<file path="src/rtl/zled_multi_indicator.sv">
// Multi-channel LED indicator: per-channel off/on/breathe/event-flash driven by
// a shared tick prescaler, PWM counter and triangular breathe ramp.
module zled_multi_indicator #(
  parameter int unsigned TICK_DIV   = 50,
  parameter int unsigned PWM_MAX    = 1000,
  parameter int unsigned STRETCH    = 100,
  parameter int unsigned NUM_CH     = 2,
  parameter int unsigned ACTIVE_LOW = 0
) (
  input  logic                  iClk,
  input  logic                  iRst_N,
  input  logic [2*NUM_CH-1:0]   iMode,
  input  logic [NUM_CH-1:0]     iEvent,
  output logic [NUM_CH-1:0]     oLED
);

  localparam int unsigned TW = (TICK_DIV > 1) ? $clog2(TICK_DIV) : 1;
  localparam int unsigned PW = $clog2(PWM_MAX);
  localparam int unsigned SW = $clog2(STRETCH + 1);
  localparam logic [NUM_CH-1:0] DARK = (ACTIVE_LOW != 0) ? '1 : '0;

  logic [TW-1:0]     tickCnt;
  logic [PW-1:0]     pwmCnt;
  logic [PW-1:0]     lvl;
  logic              dirDown;
  logic [NUM_CH-1:0] evD;
  logic [NUM_CH-1:0] rise;
  logic [NUM_CH-1:0] lit;
  logic              tick;
  logic              periodEnd;

  assign tick      = (tickCnt == TW'(TICK_DIV - 1));
  assign periodEnd = tick && (pwmCnt == PW'(PWM_MAX - 1));
  assign rise      = iEvent & ~evD;

  // Shared prescaler and PWM counter; free-running, untouched by mode changes
  always_ff @(posedge iClk or negedge iRst_N) begin
    if (!iRst_N) begin
      tickCnt <= '0;
      pwmCnt  <= '0;
    end else begin
      tickCnt <= tick ? '0 : tickCnt + TW'(1);
      if (tick) begin
        pwmCnt <= (pwmCnt == PW'(PWM_MAX - 1)) ? '0 : pwmCnt + PW'(1);
      end
    end
  end

  // Triangular ramp; direction flips on reaching an end so no level repeats
  always_ff @(posedge iClk or negedge iRst_N) begin
    if (!iRst_N) begin
      lvl     <= '0;
      dirDown <= 1'b0;
    end else if (periodEnd) begin
      if (!dirDown) begin
        lvl <= lvl + PW'(1);
        if (lvl == PW'(PWM_MAX - 2)) dirDown <= 1'b1;
      end else begin
        lvl <= lvl - PW'(1);
        if (lvl == PW'(1)) dirDown <= 1'b0;
      end
    end
  end

  always_ff @(posedge iClk or negedge iRst_N) begin
    if (!iRst_N) evD <= '0;
    else         evD <= iEvent;
  end

  for (genvar i = 0; i < NUM_CH; i++) begin : gCh
    logic [1:0]    mode;
    logic [SW-1:0] stCnt;

    assign mode = iMode[2*i +: 2];

    // Reload on rise wins over the period-end decrement, giving retrigger
    always_ff @(posedge iClk or negedge iRst_N) begin
      if (!iRst_N) begin
        stCnt <= '0;
      end else if (mode != 2'b11) begin
        stCnt <= '0;
      end else if (rise[i]) begin
        stCnt <= SW'(STRETCH);
      end else if (periodEnd && (stCnt != '0)) begin
        stCnt <= stCnt - SW'(1);
      end
    end

    assign lit[i] = (mode == 2'b01) ||
                    ((mode == 2'b10) && (pwmCnt < lvl)) ||
                    ((mode == 2'b11) && (stCnt != '0));
  end

  always_ff @(posedge iClk or negedge iRst_N) begin
    if (!iRst_N) oLED <= DARK;
    else         oLED <= lit ^ DARK;
  end

endmodule

</file>
<file path="config.mk">
export PLATFORM = sky130hd
export DESIGN_NAME = zled_multi_indicator
export DESIGN_NICKNAME = d
export VERILOG_FILES = /design/src/rtl/zled_multi_indicator.sv
export SDC_FILE = /design/constraint.sdc
export NUM_CORES = 1
export LEC_CHECK = 0
export BUFFER_PORTS_ARGS = -buffer_cell sky130_fd_sc_hd__buf_2
export CELL_PAD_IN_SITES_DETAIL_PLACEMENT = 0
export CELL_PAD_IN_SITES_GLOBAL_PLACEMENT = 2
export CORE_UTILIZATION = 43
export CTS_CLUSTER_SIZE = 20
export DETAILED_ROUTE_END_ITERATION = 10
export PLACE_DENSITY_LB_ADDON = 0.1
export SETUP_SLACK_MARGIN = 0.4
export SYNTH_ARGS = -nofsm -noshare
export SYNTH_HDL_FRONTEND = slang
export SYNTH_SLANG_ARGS = --single-unit
</file>
<file path="constraint.sdc">
create_clock -name iClk -period 6.4 [get_ports iClk]
set_input_delay 1.28 -clock iClk [delete_from_list [all_inputs] [get_ports iClk]]
set_output_delay 1.28 -clock iClk [all_outputs]
set_load 0.005 [all_outputs]
</file>
---- Yosys cells after proc, flatten, opt, wreduce, memory -nomap -nowiden ----
Index checks and enable logic that the tools add are counted.
operators by class
  reduce and logical (&&, ||, !) cells .... 15
  $lt $le $gt $ge ......................... 1
  eq/ne operators ......................... 12
  bitwise operators ....................... 2
  add/subtract/negate cells ............... 6
  muxes and demuxes ....................... 12
operators with widths
  operator                                               count
  2-to-1 mux 7 bit                                       6
  adder 10 x 1 -> 10 bit (second input constant)         2
  equality test 10 bit (second input constant)           2
  2-to-1 mux 10 bit                                      2
  nonzero test 7 bit                                     2
  subtractor 7 x 1 -> 7 bit (second input constant)      2
  equality test 10 x 1 -> 1 bit (second input constant)  1
  less-than comparator 10 bit                            1
  subtractor 10 x 1 -> 10 bit (second input constant)    1
  equality test 2 bit (second input constant)            4
  logical AND 1 bit                                      7
  adder 6 x 1 -> 6 bit (second input constant)           1
  equality test 6 bit (second input constant)            1
  2-to-1 mux 6 bit                                       1
  nonzero test 3 bit                                     2
  equality test 2 x 1 -> 1 bit (second input constant)   2
  logical OR 1 bit                                       4
  inequality test 2 bit (second input constant)          2
  2-to-1 mux 1 bit                                       3
  AND 2 bit                                              1
  NOT 2 bit                                              1
word-level totals
  register bits after elaboration ......... 45
  logic and storage cells ................. 56
  output and inout port bits .............. 2
  input port bits ......................... 8

---- Depth between registers and ports, before layout ----
  depth in word-level cells ............... 6
  gate-level depth with buffers ........... 9
  depth with buffers taken out ............ 6

---- Least setup slack after synthesis ----
No wires, ideal clock.
  path kind ............................... register to register
  from .................................... register tickCnt[1]
  to ...................................... register gCh[0].stCnt[3]
  setup time .............................. 78 ps
  period minus slack after synthesis ...... 2264 ps
  arrival time ............................ 2187 ps
  buffers on the path ..................... 2
  slack ................................... 4136 ps
  stages on the path, launching flop included .. 9
  data required time ...................... 6322 ps
  cell sequence ........................... dfrtp_1 -> inv_1 -> ha_1 -> clkbuf_1 -> nand4b_1 -> or4_4 -> buf_6 -> or4_1 -> a21oi_1
on the way
  word-level cells in the longest chain between the ends .. 4
RTL lines
  element                              RTL line  RTL
  from (decl)                          22        logic [TW-1:0] tickCnt;
  from (signal assigned)               42        tickCnt <= tick ? '0 : tickCnt + TW'(1);
  equality test 6 bit                  32        assign tick = (tickCnt == TW'(TICK_DIV - 1));
  logical AND 1 bit                    33        assign periodEnd = tick && (pwmCnt == PW'(PWM_MAX - 1));
  logical AND 1 bit                    84        end else if (periodEnd && (stCnt != '0)) begin
  nonzero test 3 bit (no source line)  --
  to (signal assigned)                 83        stCnt <= SW'(STRETCH);
  to (signal assigned)                 85        stCnt <= stCnt - SW'(1);
  to (decl)                            72        logic [SW-1:0] stCnt;
Every way passes these cells.
A chain may end at the register's enable or synchronous reset.

---- Worst setup path after layout ----
  from .................................... register tickCnt[1]
  to ...................................... register gCh[1].stCnt[2]
on the way
  word-level cells in the longest chain between the ends .. 4
RTL lines
  element                              RTL line
  equality test 6 bit                  32
  logical AND 1 bit                    33
  logical AND 1 bit                    84
  nonzero test 3 bit (no source line)  --
  to (signal assigned)                 83
  to (signal assigned)                 85
  to (decl)                            72
Every way passes these cells.

==> results.json <==
{
  "start_kind": "flop",
  "busiest_layer": "met2",
  "placementRows": 28,
  "detailed_route_iter0_violations": 54,
  "fraction_of_registers_with_async_set_reset": 1.00,
  "p_r_area_growth_vs_syn_pct": 7.37,
  "pin_count": 10,
  "worst_r2r_path_depth": 6,
  "power_frac_clock": 0.381,
  "core_region_area_um2": 6030,
  "power_frac_seq": 0.571,
  "viasPerCell": 5.71,
  "gp_routability_congestion": 0.783,
  "ir_worst_vdd_uv": 96.8,
  "dieHeight_um": 81.5,
  "syn_area_per_cell_um2": 9.44,
  "hp-class": "flop to flop",
  "rsz0062_at_grt": "false",
  "ctsRootBufferMaster": "clkbuf_8",
  "grt_util_all_layers": 0.195,
  "net_switching_component_of_the_power_mw": 0.123,
  "switching_share": 0.243,
  "die_w_um": 81.5,
  "routed_len_inst_um": 15.5,
  "drt_pass1_iterations": 4,
  "cts_num_sinks": 45,
  "wire_length_of_the_first_global_routing_pass_um": 9890,
  "worst_ep_arrival_time_ns": 2.65,
  "critical_path_required_ns": 6.59,
  "maxClockFrequency_mhz": 406,
  "detailed_route_drc_error_count": 0,
  "synth-edff-count": 0,
  "groute.layer.met1.usage": 0.274,
  "clk_pin_slew_ns": 0.09,
  "ant_nets": 0,
  "timing.setup.critical_path_class": "flop to flop",
  "finalSetupViolations": 0,
  "post_cts.repair.setup_buffers": 0,
  "cap_violations": 0,
  "power_leakage_nw": 1.24,
  "first_global_vias": 2049,
  "dp_worst_setup_slack_ns": 3.91,
  "post-route-period-util": 0.385,
  "grt_overflow": 0,
  "final_max_slew_viol_count": 0,
  "max-slew-margin-rel": 0.322,
  "ys_types": 50,
  "final_report_hold_violation_count": 0,
  "vias": 2120,
  "final_core_utilization": 0.484,
  "m2_gr_usage": 0.296,
  "cellInternalPower_mw": 0.383,
  "pin_count_of_the_biggest_net_entering_global_routing": 46,
  "hold-path-cell-count": 1,
  "actual_transition_at_the_worst_max_transition_pin_ns": 1.02,
  "floorplan.initialDensity": 0.451,
  "dieArea_um2": 6640,
  "post-route-worst-setup-slack_ns": 3.94,
  "powerDensity_nw_per_um2": 173,
  "cts.hold.buffers_added": 0,
  "sequential_to_total_area_share_from_yosys_stat": 0.414,
  "postSynthRegisterBits": 45,
  "synth_cells": 288,
  "routed_wirelength_um": 5740,
  "layout-drive-gt1-share": 0.0845,
  "clock_tree.buffer_depth": 2,
  "critical_path_peak_fanout": 10,
  "io_buffers": 9,
  "antennaDiodeCount": 0,
  "synth_warnings": 0,
  "nNetsFinal": 321,
  "ctsResizeCount": 0,
  "dp_hpwl_um": 4060,
  "cts_max_level": 2,
  "p_comb_frac": 0.048,
  "fin_worst_skew_ns": 0.00509,
  "setup_total_negative_slack_ns": 0,
  "tritoncts": "yes",
  "capturing_element_type_of_the_critical_path": "flop",
  "number_of_antenna_violations_at_the_first_check_in_global_routing": 0,
  "period_needed_ns": 2.46,
  "status": "finished, final reports clean",
  "synth.net_count": 314,
  "inserted_clock_buffers": 5,
  "post_syn_area_um2": 2720,
  "yosys_most_used_dff": "dfrtp_1",
  "grtUsageMet3": 0.0411,
  "clock_insertion_delay_worst_skew_ns": 0.30
}
==> final timing paths <==
check	from	to	slack, ns
min reg2reg	tickCnt[0]	tickCnt[0]	0.50
max reg2reg	tickCnt[1]	gCh[1].stCnt[2]	3.94
min	tickCnt[0]	tickCnt[0]	0.50
min in group asynchronous	iRst_N	gCh[1].stCnt[0]	1.14
max in group asynchronous	iRst_N	pwmCnt[3]	4.63
max	tickCnt[1]	gCh[1].stCnt[2]	3.94
==> layout make-up <==
class                      instances  area [um^2]
clock buffer                       6         82.6
tap                               75         93.8
fill                             602         3110
sequential                        45         1130
multi-input combinational        212         1470
clock inverter                     2         13.8
timing repair buffer              11         60.1
inverter                          20         75.1
==> Yosys cell counts, drive strengths merged (3+ instances only) <==
cell,n,area (um^2)
dfrtp,45,1130
inv,20,75.1
nand2,19,71.3
ha,18,225
nor2,15,56.3
a21oi,14,70.1
xnor2,14,123
nand3,11,55.1
nand4,11,68.8
or3,10,62.6
clkbuf,9,33.8
nand2b,9,56.3
o21ai,8,40.0
or4,8,63.8
nor4,6,43.8
o31ai,6,45.0
nor3,5,25.0
o211ai,5,37.5
and3,4,25.0
and4,4,35.0
nor3b,4,30.0
xor2,4,35.0
and2,3,18.8
nor2b,3,18.8
==> metal layers <==
layer | routed length (um) | vias up
met1 | 2920 | 1003
met4 | 58 | 0
met5 | 0 | -
met2 | 2490 | 42
met3 | 276 | 5
li1 | - | 1070
==> worst max-delay path, stage by stage (launching register included) <==
cell and delay (ns):
dfrtp_1 0.40, inv_1 0.06, ha_1 0.35, nand4b_1 0.19, nor4_2 0.85, nor3b_1 0.11
or3_1 0.39
==> kinds of logic (layout without fill, tap and decap cells) <==
logic type,Yosys count,after routing,synth area share
multiplexers,2,2,0.00737
AO/OA/AOI/OAI,52,52,0.127
buffers and inverters,31,39,0.0460
flip-flops,45,45,0.414
XOR/XNOR,18,18,0.0580
adder cells (fa/ha/maj),18,18,0.0829
AND/OR/NAND/NOR,122,122,0.265
==> through the flow <==
step | hold slack [ns] | power (mW) | instances | cell area, um^2
floorplan | 0.461 | 0.306 | 288 | 2720
global placement | 0.475 | 0.319 | 363 | 2820
detailed placement | 0.493 | 0.320 | 363 | 2820
CTS | 0.504 | 0.510 | 371 | 2920
global route | 0.516 | 0.523 | 371 | 2920
finish | 0.502 | 0.505 | 371 | 2920
==> cells in the final DEF (no fill, tap or decap), types with 3 or more instances in the layout <==
| cell type | synthesis | final |
|---|---|---|
| a21oi_1 | 14 | 14 |
| and2_1 | 3 | 3 |
| and3_1 | 4 | 4 |
| and4_1 | 4 | 4 |
| buf_2 | 1 | 9 |
| clkbuf_8 | 0 | 6 |
| dfrtp_1 | 45 | 45 |
| ha_1 | 18 | 18 |
| inv_1 | 20 | 20 |
| nand2_1 | 19 | 19 |
| nand2b_1 | 9 | 9 |
| nand3_1 | 11 | 11 |
| nand4_1 | 11 | 11 |
| nor2_1 | 15 | 15 |
| nor2b_1 | 3 | 3 |
| nor3_1 | 5 | 5 |
| nor3b_1 | 4 | 4 |
| nor4_1 | 5 | 5 |
| o211ai_1 | 5 | 5 |
| o21ai_0 | 8 | 8 |
| o31ai_1 | 6 | 6 |
| or3_1 | 10 | 10 |
| or4_1 | 7 | 7 |
| xnor2_1 | 14 | 14 |
| xor2_1 | 4 | 4 |
==> state kept, by name (all words and copies together) (netlist names) <==
name	cells
lvl	10
oLED	2
pwmCnt	10
tickCnt	6
dirDown	1
evD	2
gCh.stCnt	14
==> power by group through the flow <==
stage | clock (mW) | sequential (mW) | combinational, mW
after detailed placement | 0 | 0.294 | 0.0253
after floorplan | 0 | 0.294 | 0.0117
after global routing | 0.206 | 0.289 | 0.0285
after CTS | 0.197 | 0.289 | 0.0254
final | 0.192 | 0.289 | 0.0243
after global placement | 0 | 0.294 | 0.0250
No activity file was read; power rests on OpenSTA's default activity.
